`src/rtl/mult_ctrl.sv`:
```
// Sequencing FSM for the N-bit shift-and-add multiplier datapath (A, B, P registers).
// Latency: 2 edges to first CHECK, 2-3 edges per iteration, 1 edge to DONE; at most 3N+3 edges.
// Backpressure: start/done four-phase handshake; DONE holds until start drops, start ignored while busy.
module mult_ctrl #(
    parameter int N = 4,
    localparam int IW = $clog2(N + 1)
) (
    input  logic          clk,
    input  logic          clr,
    input  logic          start,
    input  logic          zero,
    input  logic          lsb_b,
    output logic          en_a,
    output logic          ld_shift_a,
    output logic          en_b,
    output logic          ld_shift_b,
    output logic          en_p,
    output logic          ld_add_p,
    output logic          busy,
    output logic          done,
    output logic [IW-1:0] iter
);

    typedef enum logic [2:0] {
        S_IDLE  = 3'd0,
        S_LOAD  = 3'd1,
        S_CHECK = 3'd2,
        S_ADD   = 3'd3,
        S_SHIFT = 3'd4,
        S_DONE  = 3'd5
    } state_t;

    // Guard value: once N shifts are done every multiplier bit has been consumed.
    localparam logic [IW-1:0] ITER_MAX = IW'(N);

    state_t state;
    state_t state_nxt;

    // State register; clr wins over every transition.
    always_ff @(posedge clk) begin
        if (clr) begin
            state <= S_IDLE;
        end else begin
            state <= state_nxt;
        end
    end

    // Shift counter: cleared by LOAD, bumped once per SHIFT, held elsewhere.
    always_ff @(posedge clk) begin
        if (clr) begin
            iter <= '0;
        end else if (state == S_LOAD) begin
            iter <= '0;
        end else if (state == S_SHIFT) begin
            iter <= iter + 1'b1;
        end
    end

    // Next-state decode from current state and datapath flags.
    always_comb begin
        state_nxt = state;
        case (state)
            S_IDLE:  state_nxt = start ? S_LOAD : S_IDLE;
            S_LOAD:  state_nxt = S_CHECK;
            S_CHECK: begin
                if (zero || (iter == ITER_MAX)) begin
                    state_nxt = S_DONE;
                end else if (lsb_b) begin
                    state_nxt = S_ADD;
                end else begin
                    state_nxt = S_SHIFT;
                end
            end
            S_ADD:   state_nxt = S_SHIFT;
            S_SHIFT: state_nxt = S_CHECK;
            S_DONE:  state_nxt = start ? S_DONE : S_IDLE;
            default: state_nxt = S_IDLE;
        endcase
    end

    // Moore output decode: controls depend on state only, never on inputs.
    always_comb begin
        en_a       = 1'b0;
        ld_shift_a = 1'b0;
        en_b       = 1'b0;
        ld_shift_b = 1'b0;
        en_p       = 1'b0;
        ld_add_p   = 1'b0;
        busy       = 1'b0;
        done       = 1'b0;
        case (state)
            S_LOAD: begin
                en_a       = 1'b1;
                ld_shift_a = 1'b1;
                en_b       = 1'b1;
                ld_shift_b = 1'b1;
                en_p       = 1'b1;
                ld_add_p   = 1'b1;
                busy       = 1'b1;
            end
            S_CHECK: begin
                busy = 1'b1;
            end
            S_ADD: begin
                en_p = 1'b1;
                busy = 1'b1;
            end
            S_SHIFT: begin
                en_a = 1'b1;
                en_b = 1'b1;
                busy = 1'b1;
            end
            S_DONE: begin
                done = 1'b1;
            end
            default: begin
            end
        endcase
    end

endmodule
```
`config.mk`:
```
export PLATFORM = sky130hd
export DESIGN_NAME = mult_ctrl
export DESIGN_NICKNAME = d
export VERILOG_FILES = /design/src/rtl/mult_ctrl.sv
export SDC_FILE = /design/constraint.sdc
export NUM_CORES = 1
export LEC_CHECK = 0
export ABC_AREA = 0
export CAP_MARGIN = 0
export CORE_AREA = 2 2 39 41
export DETAILED_ROUTE_END_ITERATION = 10
export DIE_AREA = 0 0 41 43
export GPL_TIMING_DRIVEN = 0
export SLEW_MARGIN = 5
export SYNTH_ARGS = -nofsm -noshare
export SYNTH_HDL_FRONTEND = slang
export SYNTH_SLANG_ARGS = --single-unit
```
`constraint.sdc`:
```
create_clock -name clk -period 1.2 [get_ports clk]
set_clock_uncertainty 0.1 [all_clocks]
set_input_delay 0.12 -clock clk [delete_from_list [all_inputs] [get_ports clk]]
set_output_delay 0.12 -clock clk [all_outputs]
set_load 0.01 [all_outputs]
```
==> impl_metrics.py, run 1 <==
metrics = {
    "synth": {
        "synth.cell_area_um2": 444,
        "ys_seq_elements": 6,
        "synth_edf_count": 0,
        "syn_inst": 52,
        "synthDistinctLibCells": 25,
        "postSynth.asyncResetShare": 0,
        "synth_flop_cell": "dfxtp_1",
        "syn_avg_cell_area_um2": 8.54,
        "ys_warn_count": 0,
        "synth-seq-area-share": 0.270,
        "syn_nets": 59,
    },
    "placed_design": {
        "place_inst": 83,
        "io_buffer_count": 15,
        "dp_hpwl_um": 761,
        "gp_congestion": 0.736,
        "place_area_um2": 627,
    },
    "floorplan": {
        "dieArea_um2": 1760,
        "rows": 14,
        "core-area_um2": 1380,
        "start_util": 0.321,
        "die_h_um": 43,
        "chipWidth_um": 41,
        "ios": 16,
    },
    "drt": {
        "wl_mm": 1.38,
        "vias": 506,
        "postRouteAntennaNets": 0,
        "wl_per_cell_um": 13.8,
        "drc_errors": 0,
        "drt_pass1_iterations": 4,
        "dr.first_iter.drc_count": 16,
        "drt-vias-per-instance": 5.06,
    },
    "cts": {
        "htreeDepth": 1,
        "tritoncts": "built",
        "clk_path_buf_depth": 2,
        "root_buffer": "clkbuf_4",
        "clk_pin_slew_ns": 0.05,
        "numCtsBuffers": 3,
        "cts_sinks": 6,
        "worstSkewPairLatency_ns": 0.25,
    },
    "pwr": {
        "internal_power_mw": 0.517,
        "switching_share": 0.302,
        "p_switching_mw": 0.223,
        "p_leak_nw": 0.368,
        "power.share.sequential": 0.294,
        "vdd_drop_max_v": 0.000523,
        "power.density_nw_per_um2": 884,
        "clockPowerShare": 0.271,
        "p_comb_frac": 0.435,
        "p_total_mw": 0.740,
    },
    "critical_path": {
        "start_kind": "register",
        "cp.arrival_ns": 1.18,
        "cp-end-kind": "primary output",
        "cp.required_ns": 0.98,
        "worstPathMaxFanout": 3,
        "critPathKind": "register to primary output",
    },
    "timing": {
        "fin_crit_sh": 1.17,
        "timing.fmax_mhz": 713,
        "fin_crit_ns": 1.40,
        "worst_slack_ns": -0.203,
        "drv_slew": 0,
        "tns_ns": -1.61,
        "slew_headroom": 0.791,
        "finalSetupViolCount": 14,
        "rsz0062_at_grt": "true",
        "hold_viol": 0,
        "tightest_slew_ns": 0.312,
    },
    "cells_and_area": {
        "syn2layout_area_growth_pct": 88.5,
        "stdcell_count": 100,
        "final_common_cell": "buf_6",
        "fin_util": 0.605,
        "diodes": 0,
        "fin_nets": 92,
        "design_area_um2": 837,
        "layout_common_cells": "buf_6, buf_4, clkdlybuf4s50_1",
        "fillerInstances": 122,
        "drive_above_1_share": 0.643,
    },
    "run_status": {
        "status": "finished, violations left",
        "failed_checks": "setup timing",
    },
    "job": {
        "drv_cap": 0,
    },
    "global_routing": {
        "grt_util_all_layers": 0.181,
        "grt_pass1_vias": 473,
        "globalRoute.totalOverflow": 0,
        "grt_antenna_before_repair": 0,
        "grt_max_degree": 11,
        "grt_pass1_wl_mm": 2.14,
    },
    "worst_hold_path": {
        "hold_path_class": "register to register",
    },
}
## cells by family after synthesis
logic type | after synthesis | share of synthesized area
flip-flops | 6 | 0.270
XOR/XNOR | 2 | 0.0394
AND/OR/NAND/NOR | 17 | 0.251
adder cells (fa/ha/maj) | 2 | 0.0563
AO/OA/AOI/OAI | 14 | 0.223
buffers and inverters | 11 | 0.161
## worst max-delay path: stages (launching register included)
cell and delay (ns):
dfxtp_2 0.34, and2b_2 0.24, and2_4 0.15, buf_6 0.11, buf_6 0.11
## path summary, 6_finish.rpt
check	startpoint	end	slack [ns]	cells past startpoint
worst min-delay path	iter[2]	iter[2]	0.45	2
worst max-delay path	state[1]	ld_shift_b	-0.20	4
worst max register to register	state[1]	state[1]	-0.16	4
worst min register to register	iter[2]	iter[2]	0.45	2
## flip-flops by register name, indices dropped and copies added, names as in the netlist
register,flops
iter,3
state,3
## synthesized netlist by cell type, types with 2 or more instances
cell / number / area share
nand2b_1: 2 / 0.028
a21oi_1: 4 / 0.045
a31oi_1: 2 / 0.028
inv_1: 5 / 0.042
buf_4: 4 / 0.068
xnor2_1: 2 / 0.039
buf_6: 2 / 0.051
nand3_1: 5 / 0.056
o21ai_1: 2 / 0.023
dfxtp_1: 6 / 0.27
nor2_2: 2 / 0.028
ha_1: 2 / 0.056
and2_1: 2 / 0.028
## what timing repair did
item,CTS,global route
setup buffers,10,3
gates resized for setup,59,9
hold buffers,0,0
pin swaps,10,5
endpoints found under the setup margin,15,15
## power by group through the flow
stage,sequential (mW),clock (mW),combinational [mW]
floorplan,0.219,0,0.130
global placement,0.221,0,0.227
detailed placement,0.221,0,0.227
CTS,0.216,0.209,0.282
global route,0.217,0.227,0.346
finish,0.218,0.201,0.322
## final cells by class
cell class	instances	area, µm²	area share
buffer	6	63.8	0.0762
clock buffer	4	26.3	0.0314
inverter	5	21.3	0.0254
multi-input combinational	35	322	0.384
sequential	6	134	0.160
tap	16	20.0	0.0239
timing repair buffer	28	250	0.299
## per-layer routing
metal,vias to the layer above,track usage,share of wire
li1,245,-,-
met1,232,0.206,0.39
met2,25,0.278,0.51
met3,4,0.0524,0.075
met4,0,0.113,0.020
met5,-,0,0
## stage by stage
stage,setup slack [ns],hold slack (ns)
finish,-0.203,0.449
global route,-0.235,0.464
floorplan,-0.0790,0.0797
detailed placement,-0.450,0.424
global placement,-0.441,0.418
CTS,-0.204,0.429
Power figures use the tool's default switching activity.
==> inputs of run 2 (changes only) <==
Settings changed: MAX_ROUTING_LAYER from default to met4, SKIP_CTS_REPAIR_TIMING from default to 1.
==> run 2 against run 1 <==
  * Sequential power hardly changed
  * Largest power group unchanged
  * Fmax is 0.36% lower
  * The flow still finishes with violations (setup timing)
  * Register-to-register slack better by 0.03 ns
  * Flip-flop and latch count stayed put
==> impl_metrics.py, run 2 (synthesis gave the netlist of run 1 again) <==
metrics = {
    "run_status": {
        "status": "finished, violations left",
        "failed_checks": "setup timing",
    },
    "critical_path": {
        "start_kind": "register",
        "r2r_end": "state[1]",
        "reg2reg_depth": 5,
        "ff2ff_setup_slack_ns": -0.13,
        "cp-end-kind": "primary output",
        "r2r_start": "iter[0]",
        "critPathKind": "register to primary output",
        "startpoint": "state[1]",
        "cp.arrival_ns": 1.19,
        "worstPathMaxFanout": 4,
        "cp.required_ns": 0.98,
    },
    "placed_design": {
        "place_inst": 83,
        "dp_hpwl_um": 761,
        "gp_congestion": 0.745,
        "io_buffer_count": 15,
    },
    "cts": {
        "numCtsBuffers": 3,
        "root_buffer": "clkbuf_4",
        "tritoncts": "built",
        "clk_path_buf_depth": 2,
        "worstSkewPairLatency_ns": 0.26,
        "htreeDepth": 1,
        "cts_sinks": 6,
        "clk_pin_slew_ns": 0.04,
    },
    "floorplan": {
        "dieArea_um2": 1760,
        "die_h_um": 43,
        "chipWidth_um": 41,
        "rows": 14,
        "core-area_um2": 1380,
        "ios": 16,
        "start_util": 0.321,
    },
    "drt": {
        "drt-vias-per-instance": 5.01,
        "dr.first_iter.drc_count": 9,
        "wl_mm": 1.21,
        "drt_pass1_iterations": 4,
        "postRouteAntennaNets": 0,
        "vias": 491,
        "drc_errors": 0,
        "wl_per_cell_um": 12.3,
    },
    "cells_and_area": {
        "multiInputGateArea_um2": 303,
        "fillerInstances": 141,
        "diodes": 0,
        "fin_nets": 90,
        "stdcell_count": 98,
        "drive_above_1_share": 0.573,
        "layout_common_cells": "buf_4, buf_6, nand3_1, clkdlybuf4s50_1",
        "syn2layout_area_growth_pct": 78.3,
        "ff_latch_area_um2": 131,
        "top_regs": "iter: 3 flops, state: 3 flops",
        "final_common_cell": "buf_4",
    },
    "pwr": {
        "p_leak_nw": 0.383,
        "vdd_drop_max_v": 0.000530,
        "power.density_nw_per_um2": 884,
    },
    "worst_hold_path": {
        "hold_path_class": "primary input to register",
        "holdPathStages": 3,
        "hold_path_end": "state[2]",
        "min_from": "start",
    },
    "global_routing": {
        "grt_pass1_vias": 394,
        "globalRoute.totalOverflow": 0,
        "grt_pass1_wl_mm": 1.62,
        "grt_util_all_layers": 0.140,
        "grt_antenna_before_repair": 0,
        "grt_max_degree": 11,
    },
    "timing": {
        "hold_viol": 0,
        "finalSetupViolCount": 12,
        "drv_slew": 0,
        "slew_headroom": 0.813,
        "rsz0062_at_grt": "true",
        "timing.fmax_mhz": 710,
        "fin_crit_ns": 1.41,
        "finalHoldWorstSlack_ns": 0.422,
        "worst_slack_ns": -0.208,
        "fin_crit_sh": 1.17,
        "tightest_slew_ns": 0.280,
    },
    "job": {
        "drv_cap": 0,
    },
}
## run 2: cell count changes in the layout (fill, tap and decap cells not counted), sizes merged
cell / before / now
dlygate4sd2: 2 / 0
dlymetal6s2s: 0 / 3
buf: 27 / 22
clkbuf: 5 / 7
## run 2: how the worst max path moves through the flow
stage | to | slack [ns]
after global placement | en_b | -0.44
final | ld_shift_b | -0.21
after floorplan | state[2] | -0.08
after CTS | en_b | -0.71
after global routing | en_b | -0.25
after detailed placement | en_b | -0.45
## run 2: routing by layer
| layer | vias to the layer above | GRT usage | part of all wire |
|---|---|---|---|
| met3 | 3 | 0.0366 | 0.060 |
| met1 | 227 | 0.178 | 0.47 |
| li1 | 244 | - | - |
| met2 | 17 | 0.194 | 0.46 |
| met4 | 0 | 0.0800 | 0.012 |
| met5 | - | - | 0 |
## run 2: through the flow
stage / utilization / TNS (ns) / cell area [µm²] / power [mW] / worst slack (ns)
6_report: 0.572 / -1.52 / 792 / 0.700 / -0.208
3_3_place_gp: 0.453 / -3.02 / 627 / 0.448 / -0.441
5_1_grt: 0.572 / -2.23 / 792 / 0.744 / -0.252
4_1_cts: 0.472 / -5.75 / 653 / 0.653 / -0.711
2_1_floorplan: - / -0.105 / 457 / 0.349 / -0.0790
3_5_place_dp: 0.453 / -3.05 / 627 / 0.448 / -0.450
## run 2: where the power goes
| group | leakage [nW] | internal, mW | switching [mW] | total (mW) |
|---|---|---|---|---|
| logic | 0.316 | 0.154 | 0.115 | 0.269 |
| registers | 0.0516 | 0.208 | 0.0129 | 0.221 |
| clock network | 0.0150 | 0.127 | 0.0833 | 0.210 |
## run 2: worst max-delay path: stages, from the launching register on
cell	delay [ns]
dfxtp_2	0.33
and2b_2	0.24
and2_4	0.16
buf_6	0.11
buf_6	0.11
## run 2: layout make-up
type	instances	share of cell area
multi-input cells	35	0.382
repair buffers	26	0.281
flip-flops and latches	6	0.166
plain buffers	6	0.0853
clock buffers	4	0.0332
inverters	5	0.0269
well taps	16	0.0253
